**src/rtl/mem_map_pkg.sv**
```systemverilog
// Shared encodings for the IMEM/DMEM write arbiter: memory regions, access sizes,
// arbiter states and a region decode helper.
package mem_map_pkg;

  localparam logic [3:0] REG_DMEM = 4'h1;
  localparam logic [3:0] REG_IMEM = 4'h2;
  localparam logic [3:0] REG_BOTH = 4'h3;

  localparam logic [1:0] SZ_B = 2'b00;
  localparam logic [1:0] SZ_H = 2'b01;
  localparam logic [1:0] SZ_W = 2'b10;

  typedef enum logic [1:0] {
    S_IDLE = 2'd0,
    S_LOAD = 2'd1,
    S_CORE = 2'd2
  } arb_state_e;

  // Returns {imem_hit, dmem_hit}; 2'b00 means the region is not writable.
  function automatic logic [1:0] region_hit(input logic [3:0] region);
    unique case (region)
      REG_DMEM: region_hit = 2'b01;
      REG_IMEM: region_hit = 2'b10;
      REG_BOTH: region_hit = 2'b11;
      default:  region_hit = 2'b00;
    endcase
  endfunction

endpackage

```
**src/rtl/mem_write_arbiter_if.sv**
```systemverilog
// Request/response bundle between the store path, the UART loader and the shared
// IMEM/DMEM write port.
interface mem_write_arbiter_if #(
  parameter int unsigned MEM_AW = 14
);
  logic              core_valid;
  logic              core_ready;
  logic [31:0]       core_addr;
  logic [31:0]       core_data;
  logic [1:0]        core_size;
  logic              ld_valid;
  logic              ld_ready;
  logic              ld_lock;
  logic [31:0]       ld_addr;
  logic [31:0]       ld_data;
  logic [1:0]        ld_size;
  logic [MEM_AW-1:0] mem_addr;
  logic [31:0]       mem_din;
  logic [3:0]        dmem_we;
  logic [3:0]        imem_we;
  logic              drop_err;

  modport slave (
    input  core_valid, core_addr, core_data, core_size,
    input  ld_valid, ld_lock, ld_addr, ld_data, ld_size,
    output core_ready, ld_ready,
    output mem_addr, mem_din, dmem_we, imem_we, drop_err
  );

  modport master (
    output core_valid, core_addr, core_data, core_size,
    output ld_valid, ld_lock, ld_addr, ld_data, ld_size,
    input  core_ready, ld_ready,
    input  mem_addr, mem_din, dmem_we, imem_we, drop_err
  );
endinterface

```
**src/rtl/mem_lane_enc.sv**
```systemverilog
// Byte-lane encoder: access size and low address bits -> write mask, replicated data,
// illegal flag. MEM_WRITE_ARBITER_ALIGN_CHECK_EN flags misaligned half/word accesses.
module mem_lane_enc
  import mem_map_pkg::*;
(
  input  logic [1:0]  addr_lo,
  input  logic [1:0]  size,
  input  logic [31:0] data,
  output logic [3:0]  we,
  output logic [31:0] din,
  output logic        illegal
);

  always_comb begin
    we      = 4'b0000;
    din     = data;
    illegal = 1'b0;
    unique case (size)
      SZ_B: begin
        we  = 4'b0001 << addr_lo;
        din = {4{data[7:0]}};
      end
      SZ_H: begin
        we  = addr_lo[1] ? 4'b1100 : 4'b0011;
        din = {2{data[15:0]}};
`ifdef MEM_WRITE_ARBITER_ALIGN_CHECK_EN
        illegal = addr_lo[0];
`endif
      end
      SZ_W: begin
        we = 4'b1111;
`ifdef MEM_WRITE_ARBITER_ALIGN_CHECK_EN
        illegal = |addr_lo;
`endif
      end
      default: illegal = 1'b1;
    endcase
  end

endmodule

```
**src/rtl/mem_write_arbiter.sv**
```systemverilog
// Arbitrates core stores and loader writes onto one registered IMEM/DMEM byte-write port.
// Define MEM_WRITE_ARBITER_ALIGN_CHECK_EN to drop misaligned half/word requests.
module mem_write_arbiter
  import mem_map_pkg::*;
#(
  parameter int unsigned MAX_BURST = 8,
  parameter int unsigned MEM_AW    = 14
) (
  input  logic                clk,
  input  logic                rst,
  mem_write_arbiter_if.slave  bus
);

  localparam logic [7:0] MaxCnt = 8'(MAX_BURST);

  arb_state_e        state_q, state_d;
  logic [7:0]        cnt_q, cnt_d;
  logic [MEM_AW-1:0] mem_addr_q;
  logic [31:0]       mem_din_q;
  logic [3:0]        dmem_we_q, imem_we_q;
  logic              drop_err_q;

  logic        core_gnt, ld_gnt, accept;
  logic [31:0] sel_addr, sel_data;
  logic [1:0]  sel_size;
  logic [3:0]  lane_we;
  logic [31:0] lane_din;
  logic        lane_illegal;
  logic [1:0]  hit;
  logic        drop;
  logic        unused_addr;

  always_comb begin
    core_gnt = 1'b0;
    ld_gnt   = 1'b0;
    state_d  = state_q;
    cnt_d    = cnt_q;
    unique case (state_q)
      S_IDLE: begin
        if (bus.core_valid) begin
          core_gnt = 1'b1;
        end else if (bus.ld_valid) begin
          ld_gnt = 1'b1;
          if (bus.ld_lock) state_d = S_LOAD;
        end
      end
      S_LOAD: begin
        if (bus.ld_valid)        ld_gnt   = 1'b1;
        else if (bus.core_valid) core_gnt = 1'b1;
        // Count only loader grants that made a waiting core request wait longer.
        if (!bus.core_valid)  cnt_d = 8'd0;
        else if (ld_gnt)      cnt_d = (cnt_q == MaxCnt) ? cnt_q : cnt_q + 8'd1;
        if (!bus.ld_lock) begin
          state_d = S_IDLE;
          cnt_d   = 8'd0;
        end else if (bus.core_valid && cnt_d == MaxCnt) begin
          state_d = S_CORE;
        end
      end
      S_CORE: begin
        core_gnt = bus.core_valid;
        state_d  = bus.ld_lock ? S_LOAD : S_IDLE;
        cnt_d    = 8'd0;
      end
      default: state_d = S_IDLE;
    endcase
    // Nothing is accepted while reset is held, so no write can leak out of it.
    if (rst) begin
      core_gnt = 1'b0;
      ld_gnt   = 1'b0;
    end
  end

  assign accept   = core_gnt | ld_gnt;
  assign sel_addr = core_gnt ? bus.core_addr : bus.ld_addr;
  assign sel_data = core_gnt ? bus.core_data : bus.ld_data;
  assign sel_size = core_gnt ? bus.core_size : bus.ld_size;

  mem_lane_enc u_lane_enc (
    .addr_lo (sel_addr[1:0]),
    .size    (sel_size),
    .data    (sel_data),
    .we      (lane_we),
    .din     (lane_din),
    .illegal (lane_illegal)
  );

  assign hit  = region_hit(sel_addr[31:28]);
  assign drop = lane_illegal | (hit == 2'b00);

  assign unused_addr = ^sel_addr[27:MEM_AW+2];

  always_ff @(posedge clk or posedge rst) begin
    if (rst) begin
      state_q    <= S_IDLE;
      cnt_q      <= 8'd0;
      mem_addr_q <= '0;
      mem_din_q  <= '0;
      dmem_we_q  <= 4'b0000;
      imem_we_q  <= 4'b0000;
      drop_err_q <= 1'b0;
    end else begin
      state_q    <= state_d;
      cnt_q      <= cnt_d;
      dmem_we_q  <= (accept && !drop && hit[0]) ? lane_we : 4'b0000;
      imem_we_q  <= (accept && !drop && hit[1]) ? lane_we : 4'b0000;
      drop_err_q <= accept & drop;
      if (accept) begin
        mem_addr_q <= sel_addr[MEM_AW+1:2];
        mem_din_q  <= lane_din;
      end
    end
  end

  assign bus.core_ready = core_gnt;
  assign bus.ld_ready   = ld_gnt;
  assign bus.mem_addr   = mem_addr_q;
  assign bus.mem_din    = mem_din_q;
  assign bus.dmem_we    = dmem_we_q;
  assign bus.imem_we    = imem_we_q;
  assign bus.drop_err   = drop_err_q;

endmodule

```
**src/flat_wrapper.sv**
```systemverilog
// flat-port wrapper written by rule: the top's interface ports become plain ports
module mem_write_arbiter_flat import mem_map_pkg::*;
#(
  parameter int unsigned MAX_BURST = 8,
  parameter int unsigned MEM_AW    = 14
)
  (clk, rst, bus_core_valid, bus_core_addr, bus_core_data, bus_core_size, bus_ld_valid, bus_ld_lock, bus_ld_addr, bus_ld_data, bus_ld_size, bus_core_ready, bus_ld_ready, bus_mem_addr, bus_mem_din, bus_dmem_we, bus_imem_we, bus_drop_err);
  mem_write_arbiter_if #(.MEM_AW(MEM_AW)) bus_i ();
  input  logic clk;
  input  logic rst;
  input wire logic [$bits(bus_i.core_valid)-1:0] bus_core_valid;
  input wire logic [$bits(bus_i.core_addr)-1:0] bus_core_addr;
  input wire logic [$bits(bus_i.core_data)-1:0] bus_core_data;
  input wire logic [$bits(bus_i.core_size)-1:0] bus_core_size;
  input wire logic [$bits(bus_i.ld_valid)-1:0] bus_ld_valid;
  input wire logic [$bits(bus_i.ld_lock)-1:0] bus_ld_lock;
  input wire logic [$bits(bus_i.ld_addr)-1:0] bus_ld_addr;
  input wire logic [$bits(bus_i.ld_data)-1:0] bus_ld_data;
  input wire logic [$bits(bus_i.ld_size)-1:0] bus_ld_size;
  output wire logic [$bits(bus_i.core_ready)-1:0] bus_core_ready;
  output wire logic [$bits(bus_i.ld_ready)-1:0] bus_ld_ready;
  output wire logic [$bits(bus_i.mem_addr)-1:0] bus_mem_addr;
  output wire logic [$bits(bus_i.mem_din)-1:0] bus_mem_din;
  output wire logic [$bits(bus_i.dmem_we)-1:0] bus_dmem_we;
  output wire logic [$bits(bus_i.imem_we)-1:0] bus_imem_we;
  output wire logic [$bits(bus_i.drop_err)-1:0] bus_drop_err;
  assign bus_i.core_valid = bus_core_valid;
  assign bus_i.core_addr = bus_core_addr;
  assign bus_i.core_data = bus_core_data;
  assign bus_i.core_size = bus_core_size;
  assign bus_i.ld_valid = bus_ld_valid;
  assign bus_i.ld_lock = bus_ld_lock;
  assign bus_i.ld_addr = bus_ld_addr;
  assign bus_i.ld_data = bus_ld_data;
  assign bus_i.ld_size = bus_ld_size;
  assign bus_core_ready = bus_i.core_ready;
  assign bus_ld_ready = bus_i.ld_ready;
  assign bus_mem_addr = bus_i.mem_addr;
  assign bus_mem_din = bus_i.mem_din;
  assign bus_dmem_we = bus_i.dmem_we;
  assign bus_imem_we = bus_i.imem_we;
  assign bus_drop_err = bus_i.drop_err;
  mem_write_arbiter #(.MAX_BURST(MAX_BURST), .MEM_AW(MEM_AW)) u_core (.clk(clk), .rst(rst), .bus(bus_i));
endmodule
```
**config.mk**
```make
export PLATFORM = sky130hd
export DESIGN_NAME = mem_write_arbiter_flat
export DESIGN_NICKNAME = d
export VERILOG_FILES = /design/src/rtl/mem_map_pkg.sv /design/src/rtl/mem_write_arbiter_if.sv /design/src/rtl/mem_lane_enc.sv /design/src/rtl/mem_write_arbiter.sv /design/src/flat_wrapper.sv
export SDC_FILE = /design/constraint.sdc
export NUM_CORES = 1
export LEC_CHECK = 0
export CORE_MARGIN = 5
export CORE_UTILIZATION = 30
export CTS_CLUSTER_SIZE = 25
export DETAILED_ROUTE_END_ITERATION = 8
export GPL_TIMING_DRIVEN = 0
export PLACE_DENSITY = 0.69
export SYNTH_ARGS = -nofsm -noshare
export SYNTH_HDL_FRONTEND = slang
export SYNTH_HIERARCHICAL = 1
export SYNTH_SLANG_ARGS = --single-unit
export TNS_END_PERCENT = 1
```
**constraint.sdc**
```tcl
create_clock -name clk -period 3.7 [get_ports clk]
set_input_delay 0.37 -clock clk [delete_from_list [all_inputs] [get_ports clk]]
set_output_delay 0.37 -clock clk [all_outputs]
set_load 0.03 [all_outputs]
```
==> metrics.md <==
| Metric | Value |
|---|---|
| DRC | 0 |
| Clock slew at reported path FFs | 0.05 ns |
| Core area | 13100 um2 |
| Final #Nets | 757 |
| Mapped Cells | 435 |
| Worst Reg-to-Reg Cells | 11 |
| Syn Std Cell Area | 3990 um2 |
| Num CTS Buffers | 9 |
| Row count | 42 |
| Port buffer count | 168 |
| Routed via count | 3743 |
| Worst rel slew slack | 0.433 |
| Via/cell ratio | 4.73 |
| FMAX | 0.297 GHz |
| CP Launch Type | register |
| HPWL Detailed | 9940 um |
| FF+latch count, synth | 65 |
| Vias in the first global route | 4013 |
| Sequential cell area | 1630 um2 |
| Sw Ratio | 0.409 |
| Tmin final | 3.37 ns |
| I/O pins | 194 |
| Die W | 125 um |
| Routed Antenna Nets | 0 |
| Final setup violation count | 0 |
| Synth area leaders | dfrtp_1 (41%), nand2_1 (13%), mux2_1 (8.5%) |
| Setup repair after global routing missed its margin | false |
| First-pass GRT wire length | 20100 um |
| Tot Pwr | 3870 uW |
| Die area | 15700 um2 |
| P_sw | 1580 uW |
| Pleak | 0.00275 uW |
| Unique masters post-synth | 42 |
| Placed Area | 5900 um2 |
| Clock Tree Buf Depth | 2 |
| Most frequent cell after synthesis | nand2_1 |
| Design area | 6150 um2 |
| Detailed Routing Iterations Pass 1 | 4 |
| Slew @ Worst Pin | 0.851 ns |
| Drt initial violations | 178 |
| Hold buffer count at cts | 0 |
| Largest net degree at the start of global routing | 67 |
| Ys async rst share | 1.00 |
| Total global-route track usage | 0.159 |
| Area of the multi-input gates | 2100 um2 |
| Comb power frac | 0.517 |
| Avg Cell Area, Syn | 9.18 um2 |
| Synth top area share | 0.407 |
| Critical Path AT | 3.00 ns |
| Share of cells above drive strength 1 | 0.120 |
| Hold depth | 3 |
| Post_cts resized | 0 |
| GP Congestion | 0.820 |
| Clk_lat worst skew | 0.32 ns |
| Data required time of the worst path | 3.33 ns |
| Post-synth top cells | nand2_1 (135), dfrtp_1 (65), mux2_1 (30), o21ai_0 (25), mux2i_1 (24) |
| Seq pwr share | 0.291 |
| P_int | 2290 uW |
| Root Driver | clkbuf_16 |
| Clock skew | 0.00456 ns |
| Area delta synth->final | 54.0% |
| Worst hold path type | in2reg |
| Number of enable flip-flop cells after synthesis | 0 |
| Final Max Slew Viols | 0 |
| Status | finished clean |
| Initial antenna violation count | 0 |
| Fill cells | 1276 |
| Drt wl/cell | 15.9 um |
| H-tree lvl count | 3 |
| Setup Crit Path Kind | reg2out |
| Max Cap Violations | 0 |
| Synthesized Nets | 578 |
| Die Height | 125 um |
| P per Cell Area | 630 nW/um2 |
| Post-synthesis sequential area ratio | 0.407 |
| Final wirelength | 12600 um |
| Peak supply drop | 0.000269 V |
| Ys Warns | 6 |
| Total grt overflow | 0 |
| Cell taking the most area after synthesis | dfrtp_1 |
| # Post-CTS Setup Buffers | 0 |
| CP max FO | 10 |
| # diodes | 0 |
| Final cycle utilization of the critical path | 0.910 |
| Initial Util | 0.304 |
| Sinks on Clock Net | 65 |
| Synth Flop Type | dfrtp_1 |
| Final hold violation count | 0 |
| Clock power share | 0.192 |
| CTS tree | done |
| CP Capture Type | primary output |
[path summary, 6_finish.rpt]
path	to	from	slack, ns
worst min register to register	u_core/bus.mem_din[0]$_DFFE_PP0P_	u_core/bus.mem_din[0]$_DFFE_PP0P_	0.46
max in group asynchronous	u_core/bus.mem_addr[10]$_DFFE_PP0P_	rst	2.45
worst max register to register	u_core/bus.dmem_we[1]$_DFF_PP0_	u_core/state_q[1]$_DFFE_PP0P_	0.53
worst max-delay path	bus_core_ready	u_core/state_q[1]$_DFFE_PP0P_	0.33
worst min-delay path	u_core/cnt_q[2]$_DFFE_PP0P_	bus_ld_valid	0.37
min in group asynchronous	u_core/cnt_q[3]$_DFFE_PP0P_	rst	0.67
[cell type report]
type                            count  area share
Clock inverter                      1    0.000814
Timing Repair Buffer              168       0.274
Buffer                             32      0.0348
Tap cell                          176      0.0358
Clock buffer                       12      0.0401
Sequential cell                    65       0.265
Multi-Input combinational cell    325       0.342
Inverter                           13     0.00834
[flip-flops by register name, summed over array words and instances (netlist names)]
signal	count
u_core/bus.mem_din	32
u_core/bus.mem_addr	14
u_core/cnt_q	8
u_core/bus.dmem_we	4
u_core/bus.imem_we	4
u_core/state_q	2
u_core/bus.drop_err	1
[cells by family (layout without fill, tap and decap cells)]
group | after synthesis | in the layout | synth area share
muxes | 77 | 77 | 0.210
and+or+nand+nor | 183 | 183 | 0.206
xor gates and xnor gates | 2 | 2 | 0.00439
buffers and inverters | 45 | 226 | 0.0658
adders and majority gates | 6 | 6 | 0.0188
DFF | 65 | 65 | 0.407
AOI/OAI and AO/OA | 57 | 57 | 0.0878
[critical path, stage by stage (launching register included)]
cell and delay (ns):
dfrtp_1 0.41, inv_1 0.09, ha_1 0.27, nand2b_4 0.08, a2111oi_4 0.60, buf_6 0.27
buf_2 0.25, clkdlybuf4s50_1 0.71
[metrics by stage]
stage | setup WS [ns] | util | instances | hold WS, ns | setup TNS, ns
2_1_floorplan | 0.809 | - | 435 | 0.487 | 0
3_3_place_gp | -0.902 | 0.449 | 779 | 0.451 | -16.50
3_5_place_dp | 0.319 | 0.449 | 779 | 0.456 | 0
4_1_cts | 0.273 | 0.468 | 792 | 0.349 | 0
5_1_grt | 0.131 | 0.468 | 792 | 0.375 | 0
6_report | 0.332 | 0.468 | 792 | 0.366 | 0
[power groups by stage]
stage               clock [uW]  combinational [uW]  sequential, uW
floorplan                    0                 655            1620
global placement             0                2000            1130
detailed placement           0                2020            1150
CTS                        766                2030            1140
global route               803                2150            1160
finish                     743                2000            1130
[cells in the final DEF, fill, tap and decap left out, types with 10 or more instances in the layout]
master,instances
and2_1,10
buf_2,15
buf_4,10
clkdlybuf4s50_1,168
dfrtp_1,65
inv_1,12
mux2_1,30
mux2_2,23
mux2i_1,24
nand2_1,135
o21ai_0,25
[metal layers]
metal  GRT usage  up-vias  routed length (um)
met3      0.0486       20                 967
met2       0.280      149                6240
met4      0.0593        0                 265
li1            -     1813                   -
met1       0.182     1761                5110
met5           0        -                   0
Note: power is estimated with default switching activity, not from simulation.
